**src/rtl/mult_pkg.sv**
```systemverilog
// Shared types and core function codes for the multiplier arbiter.
package mult_pkg;

   // Sequencer states, one per phase of the core bus protocol
   typedef enum logic [3:0] {
      StIdle,
      StLoadM,
      StLoadQ,
      StStart,
      StWaitDone,
      StReadLo,
      StReadHi,
      StDone,
      StAbort
   } state_t;

   localparam logic [1:0] FUNC_LOAD_M  = 2'b00;
   localparam logic [1:0] FUNC_LOAD_Q  = 2'b01;
   localparam logic [1:0] FUNC_READ_LO = 2'b10;
   localparam logic [1:0] FUNC_READ_HI = 2'b11;
   // The core loads on 00/01 every clock, so idle must sit on a read code with oe low
   localparam logic [1:0] FUNC_IDLE    = FUNC_READ_LO;

endpackage

```
**src/rtl/watchdog.sv**
```systemverilog
// Cycle counter that flags expiry once `limit` consecutive uncleared cycles have elapsed.
module watchdog #(
   parameter int unsigned n_bits = 6,
   parameter int unsigned limit  = 32
) (
   input  logic clock,
   input  logic reset,
   input  logic clear,
   output logic expired
);

   localparam logic [n_bits-1:0] LastCount = n_bits'(limit - 1);

   logic [n_bits-1:0] count_q;

   // Count up from zero after each clear, holding at the last value once expired
   always_ff @(posedge clock) begin
      if (reset || clear) begin
         count_q <= '0;
      end else if (!expired) begin
         count_q <= count_q + n_bits'(1);
      end
   end

   assign expired = (count_q == LastCount);

endmodule

```
**src/rtl/mult_arbiter.sv**
```systemverilog
// Two-requester arbiter sequencing a shared shift-add multiplier core through load,
// start, wait and read-back, returning the 2n-bit product with a one-cycle ack.
module mult_arbiter
   import mult_pkg::*;
#(
   parameter int unsigned n       = 8,
   parameter int unsigned timeout = 4 * n
) (
   input  logic [0:0]     clock,
   input  logic [0:0]     reset,
   input  logic [1:0]     req,
   input  logic [n-1:0]   m0,
   input  logic [n-1:0]   q0,
   input  logic [n-1:0]   m1,
   input  logic [n-1:0]   q1,
   output logic [1:0]     ack,
   output logic [1:0]     err,
   output logic [2*n-1:0] result,
   output logic [0:0]     busy,
   output logic [1:0]     func,
   output logic [0:0]     oe,
   output logic [0:0]     start,
   input  logic [0:0]     ready,
   output logic [n-1:0]   data_out,
   output logic [0:0]     drive_en,
   input  logic [n-1:0]   data_in
);

   localparam int unsigned WdBits = $clog2(timeout + 1);

   state_t         state_q;
   logic           grant_q;
   logic           favour_q;
   logic [n-1:0]   m_q;
   logic [n-1:0]   q_q;
   logic [2*n-1:0] result_q;
   logic           pick;
   logic           wd_clear;
   logic           wd_expired;

   // Round-robin choice: contested requests go to the requester not served last
   always_comb begin
      pick = req[1];
      if (req == 2'b11) begin
         pick = favour_q;
      end
   end

   // Watchdog runs only while waiting on ready; leaving START restarts it for WAIT_DONE
   always_comb begin
      wd_clear = 1'b1;
      if (state_q == StWaitDone || (state_q == StStart && ready)) begin
         wd_clear = 1'b0;
      end
   end

   watchdog #(
      .n_bits (WdBits),
      .limit  (timeout)
   ) u_watchdog (
      .clock   (clock),
      .reset   (reset),
      .clear   (wd_clear),
      .expired (wd_expired)
   );

   // Sequencer: grant, operand latch, protocol progression and product capture
   always_ff @(posedge clock) begin
      if (reset) begin
         state_q  <= StIdle;
         grant_q  <= 1'b0;
         favour_q <= 1'b0;
         m_q      <= '0;
         q_q      <= '0;
         result_q <= '0;
      end else begin
         case (state_q)
            StIdle: begin
               if (req != 2'b00) begin
                  grant_q  <= pick;
                  favour_q <= ~pick;
                  m_q      <= pick ? m1 : m0;
                  q_q      <= pick ? q1 : q0;
                  state_q  <= StLoadM;
               end
            end
            StLoadM: state_q <= StLoadQ;
            StLoadQ: state_q <= StStart;
            StStart: begin
               // Progress wins over expiry when both land on the same edge
               if (!ready) begin
                  state_q <= StWaitDone;
               end else if (wd_expired) begin
                  state_q <= StAbort;
               end
            end
            StWaitDone: begin
               if (ready) begin
                  state_q <= StReadLo;
               end else if (wd_expired) begin
                  state_q <= StAbort;
               end
            end
            StReadLo: begin
               result_q[n-1:0] <= data_in;
               state_q         <= StReadHi;
            end
            StReadHi: begin
               result_q[2*n-1:n] <= data_in;
               state_q           <= StDone;
            end
            StDone:  state_q <= StIdle;
            StAbort: state_q <= StIdle;
            default: state_q <= StIdle;
         endcase
      end
   end

   // Bus and handshake outputs decoded from the registered state
   always_comb begin
      func     = FUNC_IDLE;
      oe       = 1'b0;
      start    = 1'b0;
      drive_en = 1'b0;
      data_out = '0;
      ack      = 2'b00;
      err      = 2'b00;
      case (state_q)
         StLoadM: begin
            func     = FUNC_LOAD_M;
            drive_en = 1'b1;
            data_out = m_q;
         end
         StLoadQ: begin
            func     = FUNC_LOAD_Q;
            drive_en = 1'b1;
            data_out = q_q;
         end
         StStart:  start = 1'b1;
         StReadLo: begin
            func = FUNC_READ_LO;
            oe   = 1'b1;
         end
         StReadHi: begin
            func = FUNC_READ_HI;
            oe   = 1'b1;
         end
         StDone:   ack[grant_q] = 1'b1;
         StAbort:  err[grant_q] = 1'b1;
         default: ;
      endcase
   end

   assign busy   = (state_q != StIdle);
   assign result = result_q;

endmodule

```
**config.mk**
```make
export PLATFORM = sky130hd
export DESIGN_NAME = mult_arbiter
export DESIGN_NICKNAME = d
export VERILOG_FILES = /design/src/rtl/mult_pkg.sv /design/src/rtl/watchdog.sv /design/src/rtl/mult_arbiter.sv
export SDC_FILE = /design/constraint.sdc
export NUM_CORES = 1
export LEC_CHECK = 0
export CAP_MARGIN = 25
export CORE_MARGIN = 1
export CORE_UTILIZATION = 40
export CTS_CLUSTER_DIAMETER = 80
export DETAILED_ROUTE_END_ITERATION = 16
export GPL_TIMING_DRIVEN = 1
export PLACE_DENSITY_LB_ADDON = 0.08
export SYNTH_ARGS = -nofsm -noshare
export SYNTH_HDL_FRONTEND = slang
export SYNTH_SLANG_ARGS = --single-unit
```
**constraint.sdc**
```tcl
create_clock -name clock -period 3.1 [get_ports clock]
set_input_delay 0.62 -clock clock [delete_from_list [all_inputs] [get_ports clock]]
set_output_delay 0.62 -clock clock [all_outputs]
set_load 0.01 [all_outputs]
```
==> results.sh <==
export IMPL_vias=2094
export IMPL_fin_crit_sh=0.889
export IMPL_grt_pass1_vias=1881
export IMPL_die_area_sq_um=5670
export IMPL_wl_per_cell_um=13.4
export IMPL_fill_cells=484
export IMPL_tritoncts="done"
export IMPL_internal_power_uw=990
export IMPL_gp_congestion=0.825
export IMPL_p_sw_frac=0.262
export IMPL_crit_chain="nor2b_1 -> a22oi_1 -> nor2_1 -> clkdlybuf4s50_1"
export IMPL_worstMarginPinSlew_ps=957
export IMPL_endpoint_kind="output port"
export IMPL_antenna_cells=0
export IMPL_clk_pin_slew_ps=80
export IMPL_clockPowerShare=0.324
export IMPL_io_buffers=78
export IMPL_ctsHoldBuffers=0
export IMPL_ant_nets=0
export IMPL_clkLatencyLatePin_ps=290
export IMPL_nets=376
export IMPL_antenna_found_initial=0
export IMPL_hold_depth=2
export IMPL_syn_to_final_growth_pct=43.6
export IMPL_rsz0062_at_grt="no"
export IMPL_final_min_clock_period_ps=2760
export IMPL_synth_top_area_frac=0.410
export IMPL_syn_inst=260
export IMPL_power_density_nw_per_um2=434
export IMPL_rr_endpoint="m_q[5]"
export IMPL_power_frac_seq=0.465
export IMPL_p_sw_uw=351
export IMPL_worstPathRequired_ps=2480
export IMPL_fin_tns_setup_ps=0
export IMPL_hold_start="result[7]"
export IMPL_dp_hpwl_mm=3.72
export IMPL_grt_usage=0.199
export IMPL_synth_common_cells="dfxtp_1, nand2_1, a21oi_1, inv_1"
export IMPL_slowest_stage="nor2b_1"
export IMPL_rr_startpoint="state_q[2]"
export IMPL_cp_max_fo=9
export IMPL_multiInputGateArea_sq_um=1080
export IMPL_drtIter0Drc=81
export IMPL_start_kind="flop"
export IMPL_place_inst=393
export IMPL_slew_headroom=0.362
export IMPL_final_max_slew_viol_count=0
export IMPL_outcome="completed"
export IMPL_max_freq_mhz=363
export IMPL_yosysUniqueCellTypes=42
export IMPL_clock_sinks=44
export IMPL_pwr_share_comb=0.211
export IMPL_stdcell_count=401
export IMPL_worstPathArrival_ps=2140
export IMPL_die_x_um=75.3
export IMPL_worstHoldPathType="flop to flop"
export IMPL_vias_per_cell=5.22
export IMPL_wl_mm=5.37
export IMPL_finalHoldViolCount=0
export IMPL_whs_endpoint="result[7]"
export IMPL_yosys_area_top_type="dfxtp_1"
export IMPL_grt_pass1_wl_mm=8.53
export IMPL_pin_count=79
export IMPL_seq_area_sq_um=881
export IMPL_synth_most_common_cell="dfxtp_1"
export IMPL_synth_edf_count=0
export IMPL_r2r_slack_ps=1030
export IMPL_crit_type="flop to output port"
export IMPL_cts_setup_buffers=0
export IMPL_yosysWarnings=0
export IMPL_skew_ps=6.35
export IMPL_drc=0
export IMPL_cts_path_max_buffers=2
export IMPL_ff2ff_path_depth=4
export IMPL_fin_util=0.601
export IMPL_postCtsResizedCells=0
export IMPL_grt_max_degree=25
export IMPL_async_reset_ff_frac=0
export IMPL_cts_buffers=5
export IMPL_root_buffer="clkbuf_8"
export IMPL_die_h_um=75.3
export IMPL_drt_pass1_iterations=4
export IMPL_htree_levels=2
export IMPL_synth_area_leaders="dfxtp_1, a221o_1, nand2_1, a211oi_1, a21oi_1"
export IMPL_max_vdd_ir_drop_mv=0.201
export IMPL_gr_total_overflow=0
export IMPL_maxCapViolCount=0
export IMPL_syn_nets=306
export IMPL_netlist_area_sq_um=2150
export IMPL_start_util=0.418
export IMPL_ys_seq_area_frac=0.410
export IMPL_rows=26
export IMPL_leakagePower_uw=0.00107
export IMPL_synthFlopType="dfxtp_1"
export IMPL_syn_mean_instance_area_sq_um=8.27
export IMPL_slowest_delay_ps=600
export IMPL_core_region_area_sq_um=5140
export IMPL_drive_gt1_frac=0.0695
export IMPL_finalSetupViolCount=0
export IMPL_fin_total_pwr_uw=1340
export IMPL_synth_seq_cells=44
-- routing by layer --
layer / global-route usage / up-vias / share of wire
li1: - / 1070 / -
met4: 0.0658 / 0 / 0.012
met3: 0.0476 / 6 / 0.064
met1: 0.275 / 954 / 0.49
met2: 0.306 / 64 / 0.44
met5: 0 / - / 0
-- how the worst max path moves through the flow --
stage | start | to | slack [ps] | cells after the start
after floorplan | state_q[1] | ack[0] | 1030 | 4
after global placement | state_q[1] | data_out[0] | 660 | 4
after detailed placement | state_q[1] | data_out[5] | 640 | 4
after CTS | state_q[1] | data_out[5] | 310 | 4
after global routing | state_q[2] | oe | 200 | 3
final | state_q[1] | data_out[6] | 340 | 4
-- registers in the layout (all words and copies together), names as in the netlist --
| signal | flops |
|---|---|
| grant_q | 1 |
| m_q | 8 |
| u_watchdog.count_q | 6 |
| q_q | 8 |
| result | 16 |
| favour_q | 1 |
| state_q | 4 |
-- logic make-up after synthesis --
logic type / after synthesis / synth area share
compound gates: 80 / 0.275
xor+xnor: 1 / 0.00407
fa+ha+maj: 1 / 0.00582
buf+inv: 45 / 0.0878
flops: 44 / 0.410
mux: 1 / 0.00465
simple gates: 88 / 0.213
-- stage by stage --
step | cell area, sq um | worst slack (ps) | hold slack [ps]
6_report | 3090 | 343 | 455
5_1_grt | 3090 | 200 | 480
4_1_cts | 3090 | 310 | 459
3_5_place_dp | 2980 | 636 | 447
3_3_place_gp | 2980 | 661 | 444
2_1_floorplan | 2150 | 1030 | 456
-- worst max-delay path, delay by kind of cell (launching register included) --
| family | cells | cell delay, ps |
|---|---|---|
| and+or+nand+nor | 2 | 730 |
| buffers and inverters | 1 | 550 |
| DFF | 1 | 380 |
| AOI/OAI and AO/OA | 1 | 190 |
-- layout make-up --
cell class,instances,share of cell area
timing repair buffer,87,0.275
inverter,21,0.0255
clock inverter,3,0.0138
sequential,44,0.285
multi-input combinational,171,0.350
tap,70,0.0284
clock buffer,5,0.0223
-- power groups by stage --
| stage | sequential, uW | clock (uW) | combinational [uW] |
|---|---|---|---|
| after floorplan | 630 | 0 | 158 |
| after CTS | 623 | 446 | 285 |
| after global routing | 628 | 466 | 313 |
| after global placement | 636 | 0 | 282 |
| after detailed placement | 636 | 0 | 284 |
| final | 624 | 434 | 283 |
-- layout by cell type (no fill, tap or decap), drive strengths merged, types with 2 or more instances in the layout --
master	Yosys	layout
buf	10	9
a22oi	8	8
clkbuf	14	5
clkdlybuf4s50	0	78
and3	3	3
and4b	2	2
nand4bb	2	2
a211oi	16	16
inv	21	21
a21oi	23	23
nor4bb	3	3
a311oi	2	2
nor3b	2	2
or2	2	2
nor2b	4	4
a221o	16	16
nor3	6	6
nand2b	3	3
nand2	38	38
nor4b	2	2
o21ai	5	5
dfxtp	44	44
nor2	15	15
nand3	3	3
a31oi	3	3
(Power assumes the default switching activity.)
